File: config.mk
export PLATFORM = sky130hd
export DESIGN_NAME = symbol_search_dec_flat
export DESIGN_NICKNAME = d
export VERILOG_FILES = /design/src/rtl/symbol_search_dec_if.sv /design/src/rtl/symbol_search_dec.sv /design/src/flat_wrapper.sv
export SDC_FILE = /design/constraint.sdc
export NUM_CORES = 1
export LEC_CHECK = 0
export ABC_CLOCK_PERIOD_IN_PS = 19090
export CAP_MARGIN = 20
export CELL_PAD_IN_SITES_DETAIL_PLACEMENT = 1
export CELL_PAD_IN_SITES_GLOBAL_PLACEMENT = 1
export CORE_MARGIN = 3
export CORE_UTILIZATION = 48
export DETAILED_ROUTE_END_ITERATION = 10
export PLACE_DENSITY = 0.95
export RECOVER_POWER = 50
export SYNTH_ARGS = -nofsm -noshare
export SYNTH_HDL_FRONTEND = slang
export SYNTH_SLANG_ARGS = --single-unit
File: constraint.sdc
create_clock -name clk_search -period 19.09 [get_ports clk_search]
set_input_delay 2.8635 -clock clk_search [delete_from_list [all_inputs] [get_ports clk_search]]
set_output_delay 2.8635 -clock clk_search [all_outputs]
set_load 0.01 [all_outputs]
File: src/rtl/symbol_search_dec_if.sv
// rtl/symbol_search_dec_if.sv - request, CDF-memory and result signals of the symbol search stage
interface symbol_search_dec_if #(
  parameter int RANGE_WIDTH  = 16,
  parameter int SYMBOL_WIDTH = 4,
  parameter int CDF_WIDTH    = 16
);
  logic                    in_valid;
  logic                    in_ready;
  logic [RANGE_WIDTH-1:0]  RNG;
  logic [RANGE_WIDTH-1:0]  DIF_TOP;
  logic [SYMBOL_WIDTH:0]   NSYMS;
  logic                    cdf_rd_en;
  logic [SYMBOL_WIDTH-1:0] cdf_addr;
  logic [CDF_WIDTH-1:0]    cdf_data;
  logic                    out_valid;
  logic                    out_ready;
  logic [SYMBOL_WIDTH-1:0] out_symbol;
  logic [RANGE_WIDTH-1:0]  out_u;
  logic [RANGE_WIDTH-1:0]  out_v;
  logic [RANGE_WIDTH-1:0]  out_rng;

  modport slave (
    input  in_valid, RNG, DIF_TOP, NSYMS, cdf_data, out_ready,
    output in_ready, cdf_rd_en, cdf_addr, out_valid, out_symbol, out_u, out_v, out_rng
  );

  modport master (
    output in_valid, RNG, DIF_TOP, NSYMS, cdf_data, out_ready,
    input  in_ready, cdf_rd_en, cdf_addr, out_valid, out_symbol, out_u, out_v, out_rng
  );
endinterface

File: src/rtl/symbol_search_dec.sv
// rtl/symbol_search_dec.sv - AV1 multi-symbol search: walks the inverse CDF to find the decoded symbol
// One CDF entry is fetched and compared every two cycles; all outputs are registered.
module symbol_search_dec #(
  parameter int RANGE_WIDTH  = 16,
  parameter int SYMBOL_WIDTH = 4,
  parameter int CDF_WIDTH    = 16
) (
  input  logic                 clk_search,
  input  logic                 reset,
  symbol_search_dec_if.slave   bus
);
  localparam int PW = (RANGE_WIDTH - 8) + (CDF_WIDTH - 6);

  typedef enum logic [1:0] {S_IDLE, S_FETCH, S_COMPARE, S_DONE} state_t;

  state_t                  r_state;
  logic [RANGE_WIDTH-1:0]  r_rng;
  logic [RANGE_WIDTH-1:0]  r_dif;
  logic [RANGE_WIDTH-1:0]  r_u;
  logic [SYMBOL_WIDTH-1:0] r_n;
  logic [SYMBOL_WIDTH-1:0] r_idx;
  logic                    r_in_ready;
  logic                    r_cdf_rd_en;
  logic [SYMBOL_WIDTH-1:0] r_cdf_addr;
  logic                    r_out_valid;
  logic [SYMBOL_WIDTH-1:0] r_out_symbol;
  logic [RANGE_WIDTH-1:0]  r_out_u;
  logic [RANGE_WIDTH-1:0]  r_out_v;
  logic [RANGE_WIDTH-1:0]  r_out_rng;

  logic [SYMBOL_WIDTH:0]   w_nsyms_m1;
  logic [SYMBOL_WIDTH-1:0] w_n_in;
  logic [SYMBOL_WIDTH-1:0] w_idx_next;
  logic [SYMBOL_WIDTH-1:0] w_remain;
  logic [SYMBOL_WIDTH+1:0] w_bias;
  logic [RANGE_WIDTH-9:0]  w_rng_hi;
  logic [CDF_WIDTH-7:0]    w_cdf_hi;
  logic [PW-1:0]           w_prod;
  logic [PW-2:0]           w_sum;
  logic [RANGE_WIDTH-1:0]  w_v;
  logic                    w_match;
  logic                    w_accept;

  // N is NSYMS-1 truncated to the symbol width, matching the encoder side
  assign w_nsyms_m1 = bus.NSYMS - (SYMBOL_WIDTH + 1)'(1);
  assign w_n_in     = w_nsyms_m1[SYMBOL_WIDTH-1:0];
  assign w_idx_next = r_idx + SYMBOL_WIDTH'(1);
  assign w_accept   = (r_state == S_IDLE) && bus.in_valid && r_in_ready;

  // v = ((rng>>8 * cdf>>6) >> 1) + 4*(N-idx); always below the range, so 16b suffices
  assign w_rng_hi = r_rng[RANGE_WIDTH-1:8];
  assign w_cdf_hi = bus.cdf_data[CDF_WIDTH-1:6];
  assign w_prod   = PW'(w_rng_hi) * PW'(w_cdf_hi);
  assign w_remain = r_n - r_idx;
  assign w_bias   = {w_remain, 2'b00};
  assign w_sum    = w_prod[PW-1:1] + (PW-1)'(w_bias);
  assign w_v      = w_sum[RANGE_WIDTH-1:0];
  assign w_match  = (r_dif >= w_v);

  always_ff @(posedge clk_search or negedge reset) begin
    if (!reset) begin
      r_state      <= S_IDLE;
      r_rng        <= '0;
      r_dif        <= '0;
      r_u          <= '0;
      r_n          <= '0;
      r_idx        <= '0;
      r_in_ready   <= 1'b0;
      r_cdf_rd_en  <= 1'b0;
      r_cdf_addr   <= '0;
      r_out_valid  <= 1'b0;
      r_out_symbol <= '0;
      r_out_u      <= '0;
      r_out_v      <= '0;
      r_out_rng    <= '0;
    end else begin
      case (r_state)
        S_IDLE: begin
          r_in_ready <= 1'b1;
          if (w_accept) begin
            r_rng      <= bus.RNG;
            r_dif      <= bus.DIF_TOP;
            r_u        <= bus.RNG;
            r_n        <= w_n_in;
            r_idx      <= '0;
            r_in_ready <= 1'b0;
            r_state    <= S_FETCH;
            // the read strobe is registered on entry so it is high for the whole FETCH cycle
            if (w_n_in != '0) begin
              r_cdf_rd_en <= 1'b1;
              r_cdf_addr  <= '0;
            end
          end
        end
        S_FETCH: begin
          r_cdf_rd_en <= 1'b0;
          if (r_idx == r_n) begin
            r_state      <= S_DONE;
            r_out_valid  <= 1'b1;
            r_out_symbol <= r_idx;
            r_out_u      <= r_u;
            r_out_v      <= '0;
            r_out_rng    <= r_u;
          end else begin
            r_state <= S_COMPARE;
          end
        end
        S_COMPARE: begin
          if (w_match) begin
            r_state      <= S_DONE;
            r_out_valid  <= 1'b1;
            r_out_symbol <= r_idx;
            r_out_u      <= r_u;
            r_out_v      <= w_v;
            r_out_rng    <= r_u - w_v;
          end else begin
            r_u     <= w_v;
            r_idx   <= w_idx_next;
            r_state <= S_FETCH;
            if (w_idx_next != r_n) begin
              r_cdf_rd_en <= 1'b1;
              r_cdf_addr  <= w_idx_next;
            end
          end
        end
        S_DONE: begin
          if (bus.out_ready) begin
            r_out_valid <= 1'b0;
            r_in_ready  <= 1'b1;
            r_state     <= S_IDLE;
          end
        end
        default: r_state <= S_IDLE;
      endcase
    end
  end

  assign bus.in_ready   = r_in_ready;
  assign bus.cdf_rd_en  = r_cdf_rd_en;
  assign bus.cdf_addr   = r_cdf_addr;
  assign bus.out_valid  = r_out_valid;
  assign bus.out_symbol = r_out_symbol;
  assign bus.out_u      = r_out_u;
  assign bus.out_v      = r_out_v;
  assign bus.out_rng    = r_out_rng;
endmodule

File: src/flat_wrapper.sv
// flat-port wrapper written by rule: the top's interface ports become plain ports
module symbol_search_dec_flat 
#(
  parameter int RANGE_WIDTH  = 16,
  parameter int SYMBOL_WIDTH = 4,
  parameter int CDF_WIDTH    = 16
)
  (clk_search, reset, bus_in_valid, bus_RNG, bus_DIF_TOP, bus_NSYMS, bus_cdf_data, bus_out_ready, bus_in_ready, bus_cdf_rd_en, bus_cdf_addr, bus_out_valid, bus_out_symbol, bus_out_u, bus_out_v, bus_out_rng);
  symbol_search_dec_if #(.RANGE_WIDTH(RANGE_WIDTH), .SYMBOL_WIDTH(SYMBOL_WIDTH), .CDF_WIDTH(CDF_WIDTH)) bus_i ();
  input  logic clk_search;
  input  logic reset;
  input wire logic [$bits(bus_i.in_valid)-1:0] bus_in_valid;
  input wire logic [$bits(bus_i.RNG)-1:0] bus_RNG;
  input wire logic [$bits(bus_i.DIF_TOP)-1:0] bus_DIF_TOP;
  input wire logic [$bits(bus_i.NSYMS)-1:0] bus_NSYMS;
  input wire logic [$bits(bus_i.cdf_data)-1:0] bus_cdf_data;
  input wire logic [$bits(bus_i.out_ready)-1:0] bus_out_ready;
  output wire logic [$bits(bus_i.in_ready)-1:0] bus_in_ready;
  output wire logic [$bits(bus_i.cdf_rd_en)-1:0] bus_cdf_rd_en;
  output wire logic [$bits(bus_i.cdf_addr)-1:0] bus_cdf_addr;
  output wire logic [$bits(bus_i.out_valid)-1:0] bus_out_valid;
  output wire logic [$bits(bus_i.out_symbol)-1:0] bus_out_symbol;
  output wire logic [$bits(bus_i.out_u)-1:0] bus_out_u;
  output wire logic [$bits(bus_i.out_v)-1:0] bus_out_v;
  output wire logic [$bits(bus_i.out_rng)-1:0] bus_out_rng;
  assign bus_i.in_valid = bus_in_valid;
  assign bus_i.RNG = bus_RNG;
  assign bus_i.DIF_TOP = bus_DIF_TOP;
  assign bus_i.NSYMS = bus_NSYMS;
  assign bus_i.cdf_data = bus_cdf_data;
  assign bus_i.out_ready = bus_out_ready;
  assign bus_in_ready = bus_i.in_ready;
  assign bus_cdf_rd_en = bus_i.cdf_rd_en;
  assign bus_cdf_addr = bus_i.cdf_addr;
  assign bus_out_valid = bus_i.out_valid;
  assign bus_out_symbol = bus_i.out_symbol;
  assign bus_out_u = bus_i.out_u;
  assign bus_out_v = bus_i.out_v;
  assign bus_out_rng = bus_i.out_rng;
  symbol_search_dec #(.RANGE_WIDTH(RANGE_WIDTH), .SYMBOL_WIDTH(SYMBOL_WIDTH), .CDF_WIDTH(CDF_WIDTH)) u_core (.clk_search(clk_search), .reset(reset), .bus(bus_i));
endmodule
==> results of run 1 <==
-- state kept, by name (all words and copies together) (netlist names) --
name and count:
u_core.bus.out_rng 16, u_core.r_idx 4, u_core.r_dif 16, u_core.bus.in_ready 1
u_core.bus.out_u 16, u_core.bus.out_valid 1, u_core.r_state 2, u_core.bus.out_symbol 4
u_core.bus.cdf_addr 4, u_core.bus.out_v 16, u_core.r_u 16, u_core.r_rng 8
u_core.bus.cdf_rd_en 1, u_core.r_n 4
-- placed cells by master, fill, tap and decap left out, types with 5 or more instances in the layout --
| cell | count |
|---|---|
| o21ai_0 | 36 |
| xor2_1 | 16 |
| nand3_1 | 19 |
| o21a_1 | 5 |
| inv_1 | 105 |
| fa_1 | 50 |
| mux2i_1 | 22 |
| a21oi_1 | 43 |
| nand2_1 | 43 |
| dfrtp_1 | 109 |
| o211ai_1 | 5 |
| ha_1 | 78 |
| clkbuf_16 | 9 |
| xnor2_1 | 28 |
| nand4_1 | 5 |
| nor3_1 | 12 |
| nor2b_1 | 5 |
| nand2b_1 | 7 |
| clkdlybuf4s50_1 | 106 |
| and3_1 | 7 |
| mux2_2 | 66 |
| or3_1 | 8 |
| a21o_1 | 16 |
| nor2_1 | 48 |
| mux2_4 | 7 |
| and2_1 | 63 |
-- per-stage QoR --
stage / instances / util / hold WS (ps) / instance area (um2)
finish: 1230 / 0.5804 / 499.4 / 10570
detailed placement: 1214 / 0.5628 / 487.3 / 10250
global placement: 1214 / 0.5628 / 475.9 / 10250
CTS: 1230 / 0.5810 / 505.7 / 10580
floorplan: 904 / - / 449.8 / 8990
global route: 1230 / 0.5804 / 536.9 / 10570
-- layer usage --
metal	wire, um	up-vias	share of wire	GRT usage
met3	1319	73	0.048	0.04555
met5	11	-	0.00040	0
met1	11270	3806	0.41	0.3507
met4	903	2	0.033	0.1126
li1	-	3272	-	-
met2	14030	242	0.51	0.4869
-- worst max-delay path, stage by stage --
cell	delay, ps
clkdlybuf4s50_1	630
nand2_1	130
fa_1	530
fa_1	560
inv_1	80
fa_1	570
inv_1	80
fa_1	560
inv_1	50
ha_1	380
and3_1	230
a2111oi_0	530
xnor2_1	350
o2111ai_1	380
or3_1	510
xnor2_1	250
inv_1	140
ha_1	310
a211oi_1	230
o21ai_0	140
a221o_1	380
a2111o_1	450
nand3_2	150
o21bai_2	240
a21oi_4	770
mux2_2	420
-- area by class of cell --
class	count	area [um2]
Timing Repair Buffer	112	1097
Multi-Input combinational cell	658	5727
Fill cell	1981	7640
Sequential cell	109	2728
Inverter	106	397.9
Clock inverter	6	93.84
Clock buffer	10	239.0
Tap cell	229	286.5
-- path summary, 6_finish.rpt --
kind	start	end	slack (ps)	depth (start not counted)
setup / recovery	bus_cdf_data[6]	u_core.r_u[12]$_DFFE_PN0P_	7410	26
hold / removal	u_core.r_n[0]$_DFFE_PN0P_	u_core.r_n[0]$_DFFE_PN0P_	500	2
min in group asynchronous	reset	u_core.bus.out_rng[4]$_DFFE_PN0P_	3450	1
max in group asynchronous	reset	u_core.r_rng[10]$_DFFE_PN0P_	11560	2
setup reg to reg	u_core.r_rng[15]$_DFFE_PN0P_	u_core.r_u[12]$_DFFE_PN0P_	9930	25
hold reg to reg	u_core.r_n[0]$_DFFE_PN0P_	u_core.r_n[0]$_DFFE_PN0P_	500	2
-- cell families after synthesis --
group,after synthesis,synth area share
simple gates,237,0.1386
flops,109,0.3034
mux,97,0.1214
compound gates,150,0.1087
buf+inv,137,0.06110
fa+ha+maj,129,0.2213
xor+xnor,45,0.04551
==> results.md, run 1 <==
- Unrepaired setup endpoints after global routing: false
- Fin Setup TNS: 0 ps
- Number of global-route vias before repair: 8276
- CTS buffer count: 9
- HPWL Detailed: 20.02 mm
- Post-synth EDFFs: 0
- Max Clk Rate: 85.63 MHz
- CTS Hold Bufs: 0
- Arrival time worst endpoint: 11930 ps
- DRT antenna net count: 0
- Vias: 7395
- H-Tree Level Count: 3
- Port bufs: 108
- Least-Margin Pin Slew: 3151 ps
- Die area: 0.02041 mm2
- Setup bufs post-CTS: 0
- Post-synth top flop: dfrtp_1
- Startpoint types: primary input
- Asr flop ratio synth: 1.000
- Final GP Congestion: 0.8353
- Cell chosen for the clock root: clkbuf_16
- ANT cells: 0
- Area contributors post-synth: dfrtp_1 (30%), fa_1 (11%), ha_1 (11%)
- DRC violations left: 0
- Post-synth top cells: dfrtp_1 (109), inv_1 (105), ha_1 (79), mux2_2 (68), and2_1 (63)
- Final WS setup: 7412 ps
- Number of vias per cell: 6.012
- CORE AREA: 0.01821 mm2
- Max_cap viols: 3
- Clk_lat worst skew: 370 ps
- Final WL: 27.53 mm
- Routed length per placed instance: 22.38 um
- Status: finished, violations left
- Clk buf depth: 2
- P&R area growth vs syn: 17.56%
- Die H: 142.9 um
- Final Setup Violations: 0
- Netlist cell types: 70
- Layout net count: 1182
- Yosys top cell by area: dfrtp_1
- Net Count, Synth: 1090
- CTS-repair resized insts: 0
- Starting DRT DRC Count: 321
- Failing checks: capacitance limit, slew limit
- Post-synthesis register bit count: 109
- CTS tree: built
- Setup crit end kind: register
- Std cell rows: 49
- GR Overflow Total: 0
- Initial antenna violation count: 1
- Worst Setup Path Type: primary input to register
- Clk_skew: 11.16 ps
- Hold Vio Cnt, Final: 0
- Final Cycle Share: 0.6117
- Final Max Tran Viols: 140
- Layout cell share with drive strength beyond 1: 0.1039
- Rel. slew slack: -1.100
- Cell with the most instances after synthesis: dfrtp_1
- Io pins: 116
- Clk slew on worst S/H paths: 80 ps
- Hold WC Path Type: register to register
- First-pass DRT Iterations: 5
- CTS sink cnt: 109
- First-pass GRT wire length: 45.19 mm
- Seq/Total Area, Yosys: 0.3034
- Post-synth top area share: 0.3034
- Syn Area/Cell: 9.945 um2
- Cells after Synth: 904
- Largest net degree at the start of global routing: 76
- DP Worst Slack: 7218 ps
- Min cycle time layout: 11680 ps
- Total Routing Usage GR: 0.2810
- Cell Area, Synth: 0.008990 mm2
- Starting density of the core: 0.4937
- Critical path peak fanout: 18
- Synth warn: 0
- Horiz. Die Dim: 142.9 um
- Worst endpoint required time: 19340 ps
Power of run 1 is not shown: default switching activity piles up to over one toggle a cycle in this logic, so the estimate is an artifact.
==> run 2: changes to the inputs <==
ABC_CLOCK_PERIOD_IN_PS = 9500   (was 19090)
CORE_UTILIZATION = 40   (was 48)
PLACE_DENSITY = 0.85   (was 0.95)
clock period = 9.5 ns   (was 19.09 ns; I/O delays follow)
==> results.md, run 2 (same netlist as run 1, synthesis figures left out) <==
- Unrepaired setup endpoints after global routing: false
- Setup crit end kind: register
- Most frequent cells in the layout: dfrtp_1 (109), inv_1 (105), clkdlybuf4s50_1 (105), ha_1 (78), mux2_2 (68)
- Failing checks: capacitance limit, slew limit
- Hold Vio Cnt, Final: 0 (unchanged)
- Final Max Tran Viols: 140 (unchanged)
- Number of global-route vias before repair: 7963 (-3.8%)
- Total Routing Usage GR: 0.2148 (-0.06615)
- Port bufs: 108 (unchanged)
- Initial antenna violation count: 0 (-1)
- Number of vias per cell: 5.488 (-8.7%)
- Least-Margin Pin Slew: 3915 ps (+764.7 ps)
- Multi-input gate area: 0.005733 mm2 (+0.11%)
- Worst endpoint required time: 9740 ps (-9600 ps)
- Most common cell after layout, fill and taps aside: dfrtp_1
- Critical path peak fanout: 18 (unchanged)
- Fin Setup TNS: 0 ps (unchanged)
- Final Setup Violations: 0 (unchanged)
- Routed length per placed instance: 19.70 um (-12%)
- Max_cap viols: 3 (unchanged)
- Clk buf depth: 2 (unchanged)
- Clk_skew: 10.57 ps (-0.5912 ps)
- Die area: 0.02431 mm2 (+19%)
- Final instance area: 0.01073 mm2 (+1.5%)
- FILL cells: 2451 (+24%)
- Met1 Routed Length: 11.03 mm (-2.1%)
- Vias: 7079 (-4.3%)
- Area of placed instances: 0.01042 mm2 (+1.6%)
- Max Clk Rate: 109.4 MHz
- Setup bufs post-CTS: 0 (unchanged)
- Max Used Layer: met4
- Die H: 155.9 um (+9.1%)
- Io pins: 116 (unchanged)
- First-pass DRT Iterations: 4 (-1)
- Largest net degree at the start of global routing: 72 (-5.3%)
- First-pass GRT wire length: 41.85 mm (-7.4%)
- Layout net count: 1191 (+0.76%)
- Std cell rows: 54 (+10%)
- Arrival time worst endpoint: 9380 ps (-2550 ps)
- CTS sink cnt: 109 (unchanged)
- Rel. slew slack: -1.610 (-0.5098)
- Min cycle time layout: 9140 ps
- R2r setup slk: 1380 ps (-8550 ps)
- HPWL Detailed: 18.90 mm (-5.6%)
- Wire length on met3: 1.185 mm (-10%)
- Final Cycle Share: 0.9621
- Starting density of the core: 0.4094 (-0.08431)
- Clk_lat worst skew: 360 ps (about the same)
- Clk slew on worst S/H paths: 80 ps (about the same)
- CTS tree: built
- P&R area growth vs syn: 19.36%
- FF+latch area: 0.002728 mm2 (unchanged)
- Final core occ: 0.4887 (-0.09177)
- CTS-repair resized insts: 0 (unchanged)
- Final WL: 25.42 mm (-7.7%)
- DRC violations left: 0 (unchanged)
- Layout cell share with drive strength beyond 1: 0.1149 (+0.01096)
- Status: finished, violations left
- ANT cells: 0 (unchanged)
- Worst Setup Path Type: primary input to register
- CTS buffer count: 9 (unchanged)
- Cell chosen for the clock root: clkbuf_16
- Final GP Congestion: 0.8363 (+0.12%)
- WHS: 496.8 ps (-2.551 ps)
- CTS Hold Bufs: 0 (unchanged)
- Startpoint types: primary input
- Hold WC Path Type: register to register
- Starting DRT DRC Count: 262 (-18%)
- H-Tree Level Count: 3 (unchanged)
- Routed wl met2: 12.60 mm (-10%)
- CORE AREA: 0.02196 mm2 (+21%)
- DRT antenna net count: 0 (unchanged)
- Horiz. Die Dim: 155.9 um (+9.1%)
- GR Overflow Total: 0 (unchanged)
run 2: changes by cell type in the layout (fill, tap and decap cells not counted), sizes merged:
cell | previous run | this run
buf | 2 | 11
inv | 106 | 109
clkinv | 4 | 2
bufinv | 2 | 1
clkbuf | 13 | 12
clkdlybuf4s50 | 106 | 105
clkinvlp | 0 | 1
dlymetal6s2s | 0 | 1
run 2: stage by stage:
stage	setup slack, ps	cells
floorplan	1199	904
global placement	193.3	1274
detailed placement	-151.2	1274
CTS	190.9	1290
global route	26.31	1290
finish	360.1	1290
run 2: layout make-up:
| cell class | count | share of cell area |
|---|---|---|
| timing repair buffer | 121 | 0.1123 |
| tap | 280 | 0.03265 |
| clock inverter | 7 | 0.008512 |
| clock buffer | 9 | 0.02099 |
| inverter | 106 | 0.03708 |
| multi-input combinational | 658 | 0.5343 |
| sequential | 109 | 0.2542 |
run 2: critical path, stage by stage:
cell and delay (ps):
clkdlybuf4s50_1 630, nand2_1 140, fa_1 520, fa_1 500
inv_1 60, fa_1 560, inv_1 80, fa_1 540
inv_1 50, ha_1 370, and3_1 250, a2111oi_2 430
xnor2_1 210, o2111ai_1 250, or3_1 460, xnor2_1 260
inv_1 150, ha_1 310, a211oi_1 220, o21ai_0 130
a221o_1 380, a2111o_1 450, nand3_2 150, o21bai_2 110
a21oi_4 170, buf_12 220, mux2_2 360
run 2: final timing paths:
kind,startpoint,endpoint,cells past startpoint
hold / removal,u_core.r_n[0]$_DFFE_PN0P_,u_core.r_n[0]$_DFFE_PN0P_,2
setup / recovery,bus_cdf_data[9],u_core.r_u[15]$_DFFE_PN0P_,27
setup reg to reg,u_core.r_rng[13]$_DFFE_PN0P_,u_core.r_u[15]$_DFFE_PN0P_,26
hold reg to reg,u_core.r_n[0]$_DFFE_PN0P_,u_core.r_n[0]$_DFFE_PN0P_,2
min in group asynchronous,reset,u_core.bus.out_u[9]$_DFFE_PN0P_,1
max in group asynchronous,reset,u_core.r_idx[2]$_DFFE_PN0P_,2
run 2: metal layers:
layer	track usage	up-vias
met3	0.03495	34
met1	0.2788	3618
met4	0.07023	0
li1	-	3284
met5	0	-
met2	0.3668	143
Power of run 2 is left out for the same reason.
==> run 3: changes to the inputs <==
DONT_BUFFER_PORTS = 1   (was not set)
PLACE_DENSITY = 0.71   (was 0.85)
==> results.md, run 3 (same netlist as run 1, synthesis figures left out) <==
- Cell chosen for the clock root: clkbuf_16
- Io pins: 116 (unchanged)
- CTS sink cnt: 109 (unchanged)
- Worst path max stage delay: 560 ps (-70 ps)
- Least-Margin Pin Slew: 1698 ps (-2217 ps)
- Arrival time worst endpoint: 8890 ps (-490 ps)
- CTS-repair resized insts: 0 (unchanged)
- DRC violations left: 0 (unchanged)
- CTS tree: built
- P&R area growth vs syn: 6.639%
- Final WL: 23.06 mm (-9.3%)
- Most common cell after layout, fill and taps aside: dfrtp_1
- R2r setup slk: 1270 ps (-110 ps)
- DRT antenna net count: 0 (unchanged)
- Starting density of the core: 0.4094 (unchanged)
- Max_cap viols: 1 (-2)
- Critical path peak fanout: 18 (unchanged)
- Max Used Layer: met5
- CTS Hold Bufs: 0 (unchanged)
- Min cycle time layout: 8650 ps (-490.1 ps)
- FILL cells: 2450 (-0.041%)
- Most frequent cells in the layout: dfrtp_1 (109), inv_1 (105), ha_1 (78), mux2_2 (68), and2_1 (63)
- Vias: 6414 (-9.4%)
- Worst Path Buf+Inv: 5 (-1)
- Final Cycle Share: 0.9105 (-0.05159)
- CORE AREA: 0.02196 mm2 (unchanged)
- Multi-input gate area: 0.005727 mm2 (-0.11%)
- H-Tree Level Count: 3 (unchanged)
- Die area: 0.02431 mm2 (unchanged)
- Port bufs: 0 (-100%)
- Fin Setup TNS: 0 ps (unchanged)
- GR Overflow Total: 0 (unchanged)
- Layout cell share with drive strength beyond 1: 0.1217 (+0.006800)
- Reg2Reg Depth: 26 (unchanged)
- Clk_lat worst skew: 350 ps (about the same)
- Met1 Routed Length: 10.49 mm (-4.9%)
- Top delay family on crit path: adder cells
- HPWL Detailed: 17.71 mm (-6.3%)
- Total Routing Usage GR: 0.1983 (-0.01655)
- Std cell rows: 54 (unchanged)
- Setup bufs post-CTS: 0 (unchanged)
- CP Depth: 26 (-3.7%)
- Routed wl met2: 10.99 mm (-13%)
- Clk buf depth: 2 (unchanged)
- Initial antenna violation count: 3 (+3)
- Worst setup startpoint: bus_cdf_data[6]
- Clk slew on worst S/H paths: 70 ps (about the same)
- Largest net degree at the start of global routing: 110 (+53%)
- Number of vias per cell: 5.449 (-0.70%)
- Startpoint types: primary input
- Failing checks: capacitance limit, slew limit
- Hold Vio Cnt, Final: 0 (unchanged)
- Slowest-stage cell, CP: fa_1
- Status: finished, violations left
- Number of global-route vias before repair: 7162 (-10%)
- Routed length per placed instance: 19.60 um (-0.55%)
- FF+latch area: 0.002728 mm2 (unchanged)
- R2R Path Start: u_core.r_rng[15]$_DFFE_PN0P_
- Worst Setup Path Type: primary input to register
- Final GP Congestion: 0.7818 (-6.5%)
- Final Setup Violations: 0 (unchanged)
- Hold WC Path Type: register to register
- Max Clk Rate: 115.6 MHz (+5.7%)
- Wire length on met3: 1.354 mm (+14%)
- Setup crit end kind: register
- First-pass GRT wire length: 38.33 mm (-8.4%)
- Die H: 155.9 um (unchanged)
- Rel. slew slack: -0.1321 (+1.478)
- Final Max Tran Viols: 28 (-80%)
- R2R Path End: u_core.r_u[13]$_DFFE_PN0P_
- Horiz. Die Dim: 155.9 um (unchanged)
- First-pass DRT Iterations: 4 (unchanged)
- Critical Path End: u_core.r_u[13]$_DFFE_PN0P_
- Unrepaired setup endpoints after global routing: false
- Starting DRT DRC Count: 236 (-9.9%)
- Worst endpoint required time: 9740 ps (about the same)
- Clk_skew: 7.831 ps (-2.738 ps)
- CTS buffer count: 9 (unchanged)
- Layout net count: 1078 (-9.5%)
[run 3: cell types whose count changed in the layout (fill, tap and decap cells not counted), sizes merged]
cell	change
clkdlybuf4s50	-105
inv	-3
dlygate4sd3	-1
buf	-4
dlymetal6s2s	-1
diode	+1
[run 3: how the worst min path moves through the flow]
stage                                startpoint                     endpoint  slack, ps  depth (start not counted)
finish                u_core.r_n[0]$_DFFE_PN0P_    u_core.r_n[0]$_DFFE_PN0P_        500                          2
global route        u_core.r_dif[4]$_DFFE_PN0P_  u_core.r_dif[4]$_DFFE_PN0P_        540                          1
CTS                   u_core.r_n[0]$_DFFE_PN0P_    u_core.r_n[0]$_DFFE_PN0P_        510                          2
detailed placement    u_core.r_n[0]$_DFFE_PN0P_    u_core.r_n[0]$_DFFE_PN0P_        490                          2
global placement      u_core.r_n[0]$_DFFE_PN0P_    u_core.r_n[0]$_DFFE_PN0P_        470                          2
floorplan             u_core.r_n[0]$_DFFE_PN0P_    u_core.r_n[0]$_DFFE_PN0P_        450                          2
[run 3: area by class of cell]
type	instances	area share
Inverter	106	0.04150
Clock buffer	11	0.02532
Sequential cell	109	0.2845
Tap cell	280	0.03654
Timing Repair Buffer	8	0.008483
Antenna cell	1	0.0002610
Multi-Input combinational cell	658	0.5974
Clock inverter	4	0.006004
[run 3: metrics by stage]
stage | utilization | cells | hold slack [ps] | instance area (um2) | worst slack [ps]
after floorplan | - | 904 | 449.8 | 8990 | 1199
after global placement | 0.4230 | 1161 | 465.8 | 9288 | 527.6
after detailed placement | 0.4230 | 1161 | 492.7 | 9288 | 479.8
after CTS | 0.4366 | 1176 | 510.1 | 9588 | 825.4
after global routing | 0.4365 | 1176 | 542.7 | 9584 | 292.4
final | 0.4366 | 1177 | 504.7 | 9587 | 850.3
[run 3: worst reg2reg max path, delay by kind of cell, from the launching register on]
family,cells,cell delay [ps]
flops,1,570
fa+ha+maj,6,2860
buf+inv,5,530
compound gates,8,2300
simple gates,4,970
mux,1,360
xor+xnor,2,540
[run 3: per-layer routing]
| metal | vias to the layer above | track usage |
|---|---|---|
| met5 | - | 0 |
| met4 | 6 | 0.04415 |
| met3 | 21 | 0.05465 |
| met2 | 101 | 0.3272 |
| met1 | 3241 | 0.2613 |
| li1 | 3045 | - |
Power of run 3 is left out for the same reason.
